`src/rtl/pipe_stage_hs_if.sv`:
```
// ---------------------------------------------------------------------------
// pipe_stage_hs_if
//   Valid/ready handshake bundle used on both sides of pipe_stage_hs.
//
//   Parameters:
//     DATA_W  payload width in bits
//
//   Signals:
//     valid  producer has a payload this cycle
//     ready  consumer can take the payload this cycle
//     data   payload
//
//   Modports:
//     master  producer side (drives valid/data, observes ready)
//     slave   consumer side (observes valid/data, drives ready)
// ---------------------------------------------------------------------------
interface pipe_stage_hs_if #(
    parameter int DATA_W = 64
);
    logic              valid;
    logic              ready;
    logic [DATA_W-1:0] data;

    modport master (
        output valid,
        output data,
        input  ready
    );

    modport slave (
        input  valid,
        input  data,
        output ready
    );
endinterface

```
`src/rtl/pipe_stage_hs.sv`:
```
// ---------------------------------------------------------------------------
// pipe_stage_hs
//   Valid/ready pipeline register for inter-stage boundaries (IF/ID, ID/EX,
//   EX/MEM, MEM/WB). A main register drives the output and a skid register
//   absorbs the one extra beat that can arrive while downstream stalls, so
//   in_ready is a plain flop and back-pressure never chains combinationally
//   from one stage to the next. Flush drops everything held plus any
//   same-cycle input and leaves a bubble behind.
//
//   Parameters:
//     DATA_W      payload width in bits (>= 1)
//     RESET_DATA  value on out data whenever out valid is low (NOP encoding)
//
//   Ports:
//     clk        clock, rising edge
//     rst        synchronous active-high reset (priority over flush)
//     flush      synchronous discard of held entries and same-cycle input
//     in_if      upstream handshake (slave): valid/data in, ready out (registered)
//     out_if     downstream handshake (master): valid/data out (registered), ready in
//     occupancy  number of entries held: 0, 1 or 2 (registered)
//
//   Optional build macro PIPE_STAGE_STATS_EN adds:
//     stall_cnt  cycles with out valid high and out ready low (wraps, rst only)
//     xfer_cnt   output transfers (wraps, rst only)
// ---------------------------------------------------------------------------
module pipe_stage_hs #(
    parameter int                DATA_W     = 64,
    parameter logic [DATA_W-1:0] RESET_DATA = {DATA_W{1'b0}}
) (
    input  logic               clk,
    input  logic               rst,
    input  logic               flush,
    pipe_stage_hs_if.slave     in_if,
    pipe_stage_hs_if.master    out_if,
`ifdef PIPE_STAGE_STATS_EN
    output logic [31:0]        stall_cnt,
    output logic [31:0]        xfer_cnt,
`endif
    output logic [1:0]         occupancy
);

    typedef enum logic [1:0] {
        S_EMPTY = 2'd0,
        S_ONE   = 2'd1,
        S_FULL  = 2'd2
    } state_t;

    state_t            state_q;
    logic [DATA_W-1:0] main_q;
    logic [DATA_W-1:0] skid_q;
    logic              out_valid_q;
    logic              in_ready_q;
    logic [1:0]        occ_q;

    logic in_xfer;
    logic out_xfer;

    // in_ready_q is already low in FULL, so in_xfer can never fire there.
    assign in_xfer  = in_if.valid & in_ready_q;
    assign out_xfer = out_valid_q & out_if.ready;

    // All outputs are flops; flags are updated alongside the state so they
    // never need decoding from state_q.
    always_ff @(posedge clk) begin
        if (rst || flush) begin
            state_q     <= S_EMPTY;
            main_q      <= RESET_DATA;
            skid_q      <= RESET_DATA;
            out_valid_q <= 1'b0;
            in_ready_q  <= 1'b1;
            occ_q       <= 2'd0;
        end else begin
            case (state_q)
                S_EMPTY: begin
                    if (in_xfer) begin
                        state_q     <= S_ONE;
                        main_q      <= in_if.data;
                        out_valid_q <= 1'b1;
                        occ_q       <= 2'd1;
                    end
                end
                S_ONE: begin
                    if (in_xfer && !out_xfer) begin
                        // Downstream stalled: park the new beat in the skid.
                        state_q    <= S_FULL;
                        skid_q     <= in_if.data;
                        in_ready_q <= 1'b0;
                        occ_q      <= 2'd2;
                    end else if (in_xfer && out_xfer) begin
                        main_q <= in_if.data;
                    end else if (out_xfer) begin
                        state_q     <= S_EMPTY;
                        main_q      <= RESET_DATA;
                        out_valid_q <= 1'b0;
                        occ_q       <= 2'd0;
                    end
                end
                S_FULL: begin
                    if (out_xfer) begin
                        state_q    <= S_ONE;
                        main_q     <= skid_q;
                        skid_q     <= RESET_DATA;
                        in_ready_q <= 1'b1;
                        occ_q      <= 2'd1;
                    end
                end
                default: begin
                    state_q     <= S_EMPTY;
                    main_q      <= RESET_DATA;
                    skid_q      <= RESET_DATA;
                    out_valid_q <= 1'b0;
                    in_ready_q  <= 1'b1;
                    occ_q       <= 2'd0;
                end
            endcase
        end
    end

    assign in_if.ready  = in_ready_q;
    assign out_if.valid = out_valid_q;
    assign out_if.data  = main_q;
    assign occupancy    = occ_q;

`ifdef PIPE_STAGE_STATS_EN
    logic [31:0] stall_cnt_q;
    logic [31:0] stall_cnt_d;
    logic [31:0] xfer_cnt_q;
    logic [31:0] xfer_cnt_d;

    // Counters observe the raw handshake and ignore flush on purpose: they
    // measure link activity, not surviving payloads.
    always_comb begin
        stall_cnt_d = stall_cnt_q;
        xfer_cnt_d  = xfer_cnt_q;
        if (out_valid_q && !out_if.ready) begin
            stall_cnt_d = stall_cnt_q + 32'd1;
        end
        if (out_xfer) begin
            xfer_cnt_d = xfer_cnt_q + 32'd1;
        end
    end

    always_ff @(posedge clk) begin
        if (rst) begin
            stall_cnt_q <= 32'd0;
            xfer_cnt_q  <= 32'd0;
        end else begin
            stall_cnt_q <= stall_cnt_d;
            xfer_cnt_q  <= xfer_cnt_d;
        end
    end

    assign stall_cnt = stall_cnt_q;
    assign xfer_cnt  = xfer_cnt_q;
`endif

endmodule

```
`src/flat_wrapper.sv`:
```
// flat-port wrapper written by rule: the top's interface ports become plain ports
module pipe_stage_hs_flat 
#(
    parameter int                DATA_W     = 64,
    parameter logic [DATA_W-1:0] RESET_DATA = {DATA_W{1'b0}}
)
  (clk, rst, flush, occupancy, in_if_valid, in_if_data, in_if_ready, out_if_valid, out_if_data, out_if_ready);
  pipe_stage_hs_if #(.DATA_W(DATA_W)) in_if_i ();
  pipe_stage_hs_if #(.DATA_W(DATA_W)) out_if_i ();
  input  logic clk;
  input  logic rst;
  input  logic flush;
  output logic [1:0] occupancy;
  input wire logic [$bits(in_if_i.valid)-1:0] in_if_valid;
  input wire logic [$bits(in_if_i.data)-1:0] in_if_data;
  output wire logic [$bits(in_if_i.ready)-1:0] in_if_ready;
  output wire logic [$bits(out_if_i.valid)-1:0] out_if_valid;
  output wire logic [$bits(out_if_i.data)-1:0] out_if_data;
  input wire logic [$bits(out_if_i.ready)-1:0] out_if_ready;
  assign in_if_i.valid = in_if_valid;
  assign in_if_i.data = in_if_data;
  assign in_if_ready = in_if_i.ready;
  assign out_if_valid = out_if_i.valid;
  assign out_if_data = out_if_i.data;
  assign out_if_i.ready = out_if_ready;
  pipe_stage_hs #(.DATA_W(DATA_W), .RESET_DATA(RESET_DATA)) u_core (.clk(clk), .rst(rst), .flush(flush), .in_if(in_if_i), .out_if(out_if_i), .occupancy(occupancy));
endmodule
```
`config.mk`:
```
export PLATFORM = sky130hd
export DESIGN_NAME = pipe_stage_hs_flat
export DESIGN_NICKNAME = d
export VERILOG_FILES = /design/src/rtl/pipe_stage_hs_if.sv /design/src/rtl/pipe_stage_hs.sv /design/src/flat_wrapper.sv
export SDC_FILE = /design/constraint.sdc
export NUM_CORES = 1
export LEC_CHECK = 0
export ABC_CLOCK_PERIOD_IN_PS = 2230
export BUFFER_PORTS_ARGS = -buffer_cell sky130_fd_sc_hd__buf_2
export CORE_ASPECT_RATIO = 1.1
export CORE_MARGIN = 2
export CORE_UTILIZATION = 55
export CTS_CLUSTER_DIAMETER = 50
export DETAILED_ROUTE_END_ITERATION = 10
export HOLD_SLACK_MARGIN = 0.08
export PLACE_DENSITY = 0.88
export SETUP_SLACK_MARGIN = 0.5
export SLEW_MARGIN = 20
export SYNTH_ARGS = -nofsm -noshare
export SYNTH_HDL_FRONTEND = slang
export SYNTH_SLANG_ARGS = --single-unit
export TNS_END_PERCENT = 30
```
`constraint.sdc`:
```
create_clock -name clk -period 2.23 [get_ports clk]
set_clock_uncertainty 0.15 [all_clocks]
set_input_delay 0.446 -clock clk [delete_from_list [all_inputs] [get_ports clk]]
set_output_delay 0.446 -clock clk [all_outputs]
set_load 0.05 [all_outputs]
```
==> impl_metrics.tcl <==
set metrics [dict create \
    status "complete, no violations" \
    finalWorstSetupSlack_ps 497 \
    dr.pass1.iters 6 \
    vias_per_cell 6.38 \
    maxCapViolCount 0 \
    nNetsFinal 938 \
    grtUsageTotal_pct 28.7 \
    vdd_ir_drop_max_v 0.000500 \
    synthFlopType "dfxtp_1" \
    period_share_pct 77.7 \
    antennaDiodeCount 0 \
    reg2regPathDepth 6 \
    powerDensity_nw_per_um2 783 \
    wl_um 18900 \
    grtUsageMet3_pct 5.98 \
    power_leakage_nw 3.04 \
    grt_max_degree 70 \
    critPathMaxFanout 22 \
    intPower_w 0.00462 \
    slew_viol_final 0 \
    setup_violations 0 \
    pwr-share-seq_pct 38.4 \
    final_util_pct 71.0 \
    clockRootBuffer "clkbuf_16" \
    wl_per_cell_um 18.4 \
    top_level_ports 137 \
    dieArea_um2 12600 \
    worstHoldPathType "input port to flip-flop" \
    hold_depth 3 \
    synthArstFlopShare_pct 0 \
    critPathKind "flip-flop to flip-flop" \
    tns_ps 0 \
    synth_edf_count 0 \
    cp-end-kind "flip-flop" \
    pre_cts_ws_ps 239 \
    worst_pin_slew_ps 554 \
    arrival_ps 1920 \
    cts_max_level 4 \
    post-route-min-period_ps 1730 \
    total_power_w 0.00636 \
    port-buffer-count 136 \
    start_util_pct 56.4 \
    ant_nets 0 \
    core-area_um2 11400 \
    ys_warn_count 0 \
    dp_hpwl_um 10300 \
    hold_viol_final 0 \
    first_iter_violations 747 \
    cts_tree "done" \
    grt.met1_usage_pct 37.1 \
    syn_area_um2 6450 \
    numCtsBuffers 17 \
    clkPwrFrac_pct 46.5 \
    clock_sinks 132 \
    synth.most_common_cell "dfxtp_1" \
    netlist_instances 765 \
    synth_top_area_share_pct 41.0 \
    clkTransAtPathRegs_ps 60 \
    drive_gt1_share_pct 24.9 \
    drc 0 \
    ys_seq_area_share_pct 41.0 \
    num_rows 41 \
    synthTopCellsByArea "dfxtp_1 41%, mux2i_1 9.9%, a22oi_1 7.4%" \
    die_y_um 118 \
    switching_share_pct 27.4 \
    synthDistinctLibCells 28 \
    syn_area_per_cell_um2 8.43 \
    antenna_found_initial 0 \
    rsz0062_at_grt "true" \
    busiest_layer "met2" \
    place_congestion 0.788 \
    yosys-top-cells-count "132 x dfxtp_1, 78 x nand2_1, 68 x a21oi_1, 67 x nor2_1, 65 x o21ai_0" \
    syn2layout_area_growth_pct 25.8 \
    grt_pass1_wl_um 29600 \
    fp.dieW_um 107 \
    required_ps 2420 \
    grt_remaining_overflow 0 \
    fmax_ghz 0.577 \
    vias 6583 \
    first_global_vias 6134 \
    relSlewSlack_pct 63.1 \
    p_sw_w 0.00174 \
    clk_latency_ps 420 \
    clockBufferDepth 2 \
    yosysTopAreaCell "dfxtp_1" \
    crit_path_start_kind "flip-flop" \
    grtUsageMet2_pct 46.4 \
    synth-seq-cells 132 \
    synth_nets 834 \
    combPwrFrac_pct 15.1 \
]
-- critical path, stage by stage, from the launching register on --
cell and delay (ps):
dfxtp_4 370, buf_12 140, or2_4 270, o22ai_4 260, buf_12 230, a22oi_1 100
nor2_1 120
-- per-layer routing --
layer,vias up,wire (um)
met1,3144,7600
li1,3024,-
met5,-,0
met4,0,449
met3,46,1720
met2,369,9170
-- what timing repair did --
action                     CTS  global route
setup endpoints to repair   65            67
cloned                       2             3
gates resized for setup     18            11
pin swaps                    0             0
setup buffers                7             1
hold buffers                 0             0
-- placed cells by master, fill, tap and decap left out, types with 54 or more instances in the layout --
cell type / Yosys / final
buf_2: 25 / 135
dfxtp_1: 132 / 128
nand2_1: 78 / 78
a21oi_1: 68 / 67
nor2_1: 67 / 66
o21ai_0: 65 / 65
mux2i_1: 64 / 64
o22ai_1: 64 / 64
a22oi_1: 64 / 64
nand4b_1: 54 / 54
-- metrics by stage --
step | std cells | cell area (um^2) | hold slack (ps)
final | 1032 | 8120 | 139
after global routing | 1032 | 8120 | 144
after CTS | 1028 | 8020 | 133
after detailed placement | 987 | 7180 | 315
after global placement | 987 | 7180 | 307
after floorplan | 765 | 6460 | 299
-- registers in the layout (all words and copies together) (netlist names) --
signal	cells
u_core.out_if.data	64
u_core.occupancy	2
u_core.skid_q	64
u_core.in_if.ready	1
u_core.out_if.valid	1
-- power groups by stage --
stage               registers [W]  clock network (W)  logic (W)
global route              0.00245            0.00307    0.00103
CTS                       0.00244            0.00297   0.000914
floorplan                 0.00263                  0   0.000483
detailed placement        0.00250                  0   0.000877
finish                    0.00244            0.00296   0.000962
global placement          0.00249                  0   0.000865
-- layout make-up --
type	instances	area [um^2]
multi-input combinational	542	3390
clock buffer	21	482
fill	859	3320
clock inverter	11	149
sequential	132	2650
inverter	1	3.75
tap	150	188
timing repair buffer	175	1250
-- worst paths after layout --
check / from / end / slack [ps]
max: u_core.occupancy[1]$_SDFFE_PP0P_ / u_core.out_if.data[15]$_SDFFE_PP0P_ / 500
min: in_if_data[57] / u_core.skid_q[57]$_SDFFE_PP0P_ / 140
max reg2reg: u_core.occupancy[1]$_SDFFE_PP0P_ / u_core.out_if.data[15]$_SDFFE_PP0P_ / 500
min reg2reg: u_core.skid_q[10]$_SDFFE_PP0P_ / u_core.skid_q[10]$_SDFFE_PP0P_ / 320
-- logic make-up after synthesis --
| logic type | synth area share, % |
|---|---|
| xor+xnor | 0.252 |
| buf+inv | 6.94 |
| flops | 41.0 |
| compound gates | 25.1 |
| simple gates | 16.9 |
| mux | 9.93 |
Power figures use the tool's default switching activity.
